==> src/rtl/vga_sync_gen_if.sv <==
// Scan-timing bundle from vga_sync_gen to the pixel pipeline and VGA connector.
interface vga_sync_gen_if;
    logic       hsync;
    logic       vsync;
    logic       video_on;
    logic       tick;
    logic       ref_tick;
    logic [9:0] pixel_x;
    logic [9:0] pixel_y;
    logic [7:0] frame;

    modport master (
        output hsync, vsync, video_on, tick, ref_tick, pixel_x, pixel_y, frame
    );

    modport slave (
        input hsync, vsync, video_on, tick, ref_tick, pixel_x, pixel_y, frame
    );
endinterface

==> src/rtl/vga_sync_gen.sv <==
// VGA timing generator: pixel-rate divider, h/v scan counters, frame counter
// and combinational sync/blank/frame-strobe decodes aligned to the counters.
module vga_sync_gen #(
    parameter int unsigned DIV    = 4,
    parameter int unsigned H_DISP = 640,
    parameter int unsigned H_FP   = 16,
    parameter int unsigned H_SYNC = 96,
    parameter int unsigned H_BP   = 48,
    parameter int unsigned V_DISP = 480,
    parameter int unsigned V_FP   = 10,
    parameter int unsigned V_SYNC = 2,
    parameter int unsigned V_BP   = 33
) (
    input  logic           clk,
    input  logic           rst,
    vga_sync_gen_if.master vga
);
    localparam int unsigned H_TOTAL = H_DISP + H_FP + H_SYNC + H_BP;
    localparam int unsigned V_TOTAL = V_DISP + V_FP + V_SYNC + V_BP;

    localparam logic [3:0]  DIV_LAST = 4'(DIV - 1);
    localparam logic [9:0]  X_LAST   = 10'(H_TOTAL - 1);
    localparam logic [9:0]  Y_LAST   = 10'(V_TOTAL - 1);
    // 11-bit bounds so a sync edge at exactly 1024 still compares correctly
    localparam logic [10:0] H_VIS    = 11'(H_DISP);
    localparam logic [10:0] HS_START = 11'(H_DISP + H_FP);
    localparam logic [10:0] HS_END   = 11'(H_DISP + H_FP + H_SYNC);
    localparam logic [10:0] V_VIS    = 11'(V_DISP);
    localparam logic [10:0] VS_START = 11'(V_DISP + V_FP);
    localparam logic [10:0] VS_END   = 11'(V_DISP + V_FP + V_SYNC);

    logic [3:0]  div_cnt;
    logic [9:0]  px;
    logic [9:0]  py;
    logic [7:0]  frame_q;
    logic        tick;
    logic        x_last;
    logic        y_last;
    logic [10:0] x_ext;
    logic [10:0] y_ext;

    assign tick   = (div_cnt == DIV_LAST);
    assign x_last = (px == X_LAST);
    assign y_last = (py == Y_LAST);
    assign x_ext  = {1'b0, px};
    assign y_ext  = {1'b0, py};

    always_ff @(posedge clk) begin
        if (rst) begin
            div_cnt <= '0;
            px      <= '0;
            py      <= '0;
            frame_q <= '0;
        end else begin
            div_cnt <= tick ? '0 : div_cnt + 4'd1;
            if (tick) begin
                if (x_last) begin
                    px <= '0;
                    if (y_last) begin
                        py      <= '0;
                        frame_q <= frame_q + 8'd1;
                    end else begin
                        py <= py + 10'd1;
                    end
                end else begin
                    px <= px + 10'd1;
                end
            end
        end
    end

    assign vga.tick     = tick;
    assign vga.pixel_x  = px;
    assign vga.pixel_y  = py;
    assign vga.frame    = frame_q;
    assign vga.video_on = (x_ext < H_VIS) && (y_ext < V_VIS);
    assign vga.hsync    = !((x_ext >= HS_START) && (x_ext < HS_END));
    assign vga.vsync    = !((y_ext >= VS_START) && (y_ext < VS_END));
    // First pixel of vertical blanking: downstream motion updates off-screen
    assign vga.ref_tick = tick && (px == 10'd0) && (y_ext == V_VIS);
endmodule

==> src/flat_wrapper.sv <==
// flat-port wrapper written by rule: the top's interface ports become plain ports
module vga_sync_gen_flat 
#(
    parameter int unsigned DIV    = 4,
    parameter int unsigned H_DISP = 640,
    parameter int unsigned H_FP   = 16,
    parameter int unsigned H_SYNC = 96,
    parameter int unsigned H_BP   = 48,
    parameter int unsigned V_DISP = 480,
    parameter int unsigned V_FP   = 10,
    parameter int unsigned V_SYNC = 2,
    parameter int unsigned V_BP   = 33
)
  (clk, rst, vga_hsync, vga_vsync, vga_video_on, vga_tick, vga_ref_tick, vga_pixel_x, vga_pixel_y, vga_frame);
  vga_sync_gen_if vga_i ();
  input  logic clk;
  input  logic rst;
  output wire logic [$bits(vga_i.hsync)-1:0] vga_hsync;
  output wire logic [$bits(vga_i.vsync)-1:0] vga_vsync;
  output wire logic [$bits(vga_i.video_on)-1:0] vga_video_on;
  output wire logic [$bits(vga_i.tick)-1:0] vga_tick;
  output wire logic [$bits(vga_i.ref_tick)-1:0] vga_ref_tick;
  output wire logic [$bits(vga_i.pixel_x)-1:0] vga_pixel_x;
  output wire logic [$bits(vga_i.pixel_y)-1:0] vga_pixel_y;
  output wire logic [$bits(vga_i.frame)-1:0] vga_frame;
  assign vga_hsync = vga_i.hsync;
  assign vga_vsync = vga_i.vsync;
  assign vga_video_on = vga_i.video_on;
  assign vga_tick = vga_i.tick;
  assign vga_ref_tick = vga_i.ref_tick;
  assign vga_pixel_x = vga_i.pixel_x;
  assign vga_pixel_y = vga_i.pixel_y;
  assign vga_frame = vga_i.frame;
  vga_sync_gen #(.DIV(DIV), .H_DISP(H_DISP), .H_FP(H_FP), .H_SYNC(H_SYNC), .H_BP(H_BP), .V_DISP(V_DISP), .V_FP(V_FP), .V_SYNC(V_SYNC), .V_BP(V_BP)) u_core (.clk(clk), .rst(rst), .vga(vga_i));
endmodule
==> config.mk <==
export PLATFORM = sky130hd
export DESIGN_NAME = vga_sync_gen_flat
export DESIGN_NICKNAME = d
export VERILOG_FILES = /design/src/rtl/vga_sync_gen_if.sv /design/src/rtl/vga_sync_gen.sv /design/src/flat_wrapper.sv
export SDC_FILE = /design/constraint.sdc
export NUM_CORES = 1
export LEC_CHECK = 0
export BUFFER_PORTS_ARGS = -buffer_cell sky130_fd_sc_hd__buf_2
export CORE_MARGIN = 5
export CORE_UTILIZATION = 25
export DETAILED_ROUTE_END_ITERATION = 8
export SLEW_MARGIN = 30
export SYNTH_ARGS = -nofsm -noshare
export SYNTH_HDL_FRONTEND = slang
export SYNTH_SLANG_ARGS = --single-unit
==> constraint.sdc <==
create_clock -name clk -period 4 [get_ports clk]
set_input_delay 0.8 -clock clk [delete_from_list [all_inputs] [get_ports clk]]
set_output_delay 0.8 -clock clk [all_outputs]
set_load 0.01 [all_outputs]
==> impl_metrics.env <==
export IMPL_status="completed"
export IMPL_drtAntennaViolNets=0
export IMPL_syn_avg_cell_area_um2=8.31
export IMPL_grt_use_total_pct=9.80
export IMPL_grt_pass1_wl_um=6800
export IMPL_wl_per_cell_um=13.1
export IMPL_post_cts_buffers=0
export IMPL_relSlewSlack_pct=52.7
export IMPL_io_pins=35
export IMPL_cts_resized=0
export IMPL_worst_pin_slew_ns=0.703
export IMPL_fin_crit_sh_pct=67.0
export IMPL_holdWs_ns=0.457
export IMPL_num_antenna_cells=0
export IMPL_grt_max_degree=33
export IMPL_layout_min_cycle_time_ns=2.68
export IMPL_n_fill_cell=662
export IMPL_grt_overflow=0
export IMPL_area_delta_synth_final_pct=17.9
export IMPL_start_util_pct=25.8
export IMPL_synth_edf_count=0
export IMPL_synth_distinct_cells=34
export IMPL_wl_um=3990
export IMPL_synthArstFlopShare_pct=0
export IMPL_drive_above_1_share_pct=18.1
export IMPL_port_buffers=34
export IMPL_synth_main_ff_cell="dfxtp_1"
export IMPL_worstPathRequired_ns=3.20
export IMPL_synth_area_um2=1640
export IMPL_max_freq_mhz=373
export IMPL_netlist_instances=197
export IMPL_finalInstanceArea_um2=1930
export IMPL_root_buffer="clkbuf_8"
export IMPL_utilization_pct=30.4
export IMPL_ys_ff_latch=32
export IMPL_yosysSeqAreaShare_pct=39.1
export IMPL_vdd_drop_max_v=0.000133
export IMPL_worst_setup_path_end_kind="primary output"
export IMPL_die_x_um=90.9
export IMPL_cts_sinks=32
export IMPL_place_area_um2=1850
export IMPL_final_max_slew_viol_count=0
export IMPL_cp_max_fo=8
export IMPL_criticalPathCategory="register to primary output"
export IMPL_firstDrtPassIters=4
export IMPL_worstSetupStartpointType="register"
export IMPL_cp_startpoint="u_core.div_cnt[0]$_SDFF_PP0_"
export IMPL_htreeDepth=2
export IMPL_grt_setup_unrepaired="false"
export IMPL_synth_top_cell_by_area="dfxtp_1"
export IMPL_hold_violations=0
export IMPL_holdPathStages=1
export IMPL_vias_per_cell=5.07
export IMPL_cts_buffers_inserted=5
export IMPL_die_y_um=90.9
export IMPL_postSynthNetCount=205
export IMPL_die_area_um2=8270
export IMPL_setup_viol=0
export IMPL_maxCapViolations=0
export IMPL_via_count=1542
export IMPL_drtIter0Drc=47
export IMPL_power_density_nw_per_um2=301
export IMPL_cts_tree="done"
export IMPL_clk_pin_slew_ns=0.06
export IMPL_reg2regPathDepth=5
export IMPL_regArea_um2=641
export IMPL_core_area_um2=6350
export IMPL_fin_cells=304
export IMPL_antenna_found_initial=0
export IMPL_drc_errors=0
export IMPL_synthTopCellsByArea="dfxtp_1, a21oi_1, ha_1, nand3_1, or4_1"
export IMPL_dpl_cell_count=297
export IMPL_finalPower_mw=0.582
export IMPL_hold_buffers=0
export IMPL_setup_tns_ns=0
export IMPL_nets=235
export IMPL_clock_skew_ns=0.00677
export IMPL_first_global_vias=1397
export IMPL_worstHoldPathType="register to register"
export IMPL_r2r_start="u_core.div_cnt[0]$_SDFF_PP0_"
export IMPL_place_ws_ns=1.48
export IMPL_synth_top_cell_area_share_pct=39.1
export IMPL_multi_input_area_um2=916
export IMPL_gp_congestion=0.805
export IMPL_p_leak_nw=0.707
export IMPL_yosysWarningCount=0
export IMPL_setup_ws_ns=1.32
export IMPL_min_from="u_core.div_cnt[0]$_SDFF_PP0_"
export IMPL_place_hpwl_um=2890
export IMPL_clock_path_buffers=2
export IMPL_arrival_ns=1.88
export IMPL_clk_latency_ns=0.29
export IMPL_rows=29
routing by layer:
metal / part of all wire [%] / track usage, % / up-vias
met5: 0 / 0 / -
met2: 45 / 14.8 / 27
met3: 5.7 / 3.55 / 7
met1: 48 / 12.7 / 722
li1: - / - / 786
met4: 1.7 / 3.67 / 0
logic make-up (layout without fill, tap and decap cells):
kind of cell	after synthesis	after routing	share of synthesized area, %
AND/OR/NAND/NOR	90	90	32.0
buffers and inverters	19	49	4.97
AO/OA/AOI/OAI	40	40	14.0
adder cells (fa/ha/maj)	6	6	4.58
XOR/XNOR	10	10	5.35
flip-flops	32	32	39.1
flip-flops by register name, indices dropped and copies added, names as in the netlist:
| register | cells |
|---|---|
| u_core.vga.pixel_x | 10 |
| u_core.vga.frame | 8 |
| u_core.vga.pixel_y | 10 |
| u_core.div_cnt | 4 |
worst max-delay path, stage by stage (launching register included):
cell and delay (ns):
dfxtp_1 0.35, ha_1 0.20, or3b_1 0.49, nor3_1 0.22, and4_1 0.21, buf_2 0.13
power breakdown:
part | internal [mW] | switching (mW) | leakage, nW
sequential | 0.322 | 0.00262 | 0.258
clock | 0.118 | 0.120 | 0.0410
combinational | 0.00643 | 0.0128 | 0.408
layout make-up:
class,count,share of cell area (%)
clock inverters,1,0.259
multi-input cells,146,47.4
inverters,8,1.56
clock buffers,6,3.76
well taps,77,4.99
flip-flops and latches,32,33.2
repair buffers,34,8.81
cells in the final DEF, fill, tap and decap left out, drive strengths merged:
cell type,synthesis,layout
o21ai,9,9
a21oi,20,20
dfxtp,32,32
inv,7,7
nand3,14,14
or3b,1,1
nor3,5,5
clkinv,1,2
xor2,5,5
nand2,12,12
nor2,11,11
ha,6,6
buf,3,34
nor3b,2,2
a21o,1,1
and4,4,4
nor4b,1,1
nand3b,3,3
o311ai,1,1
o21a,1,1
clkbuf,8,6
and3,3,3
o31ai,8,8
nand4bb,1,1
or2,1,1
and2,1,1
nor4,5,5
nand4,5,5
nand2b,2,2
xnor2,5,5
or3,9,9
or4,10,10
final timing paths:
| check | to | slack (ns) |
|---|---|---|
| worst min-delay path | u_core.div_cnt[0]$_SDFF_PP0_ | 0.46 |
| worst max-delay path | vga_ref_tick | 1.32 |
| worst max register to register | u_core.vga.frame[6]$_SDFFE_PP0P_ | 1.46 |
| worst min register to register | u_core.div_cnt[0]$_SDFF_PP0_ | 0.46 |
Yosys cell counts, types with 2 or more instances:
master     n
and3_1     3
nand2b_1   2
inv_1      7
o31ai_1    8
nor2_1    11
or4_1      9
xor2_1     5
o21ai_0    9
nand4_1    5
buf_2      2
nand3b_1   3
dfxtp_1   32
clkbuf_1   8
a21oi_1   20
nor3_1     5
nor4_1     5
xnor2_1    5
or3_1      9
nor3b_1    2
nand2_1   12
ha_1       6
and4_1     4
nand3_1   14
(Power assumes the default switching activity.)
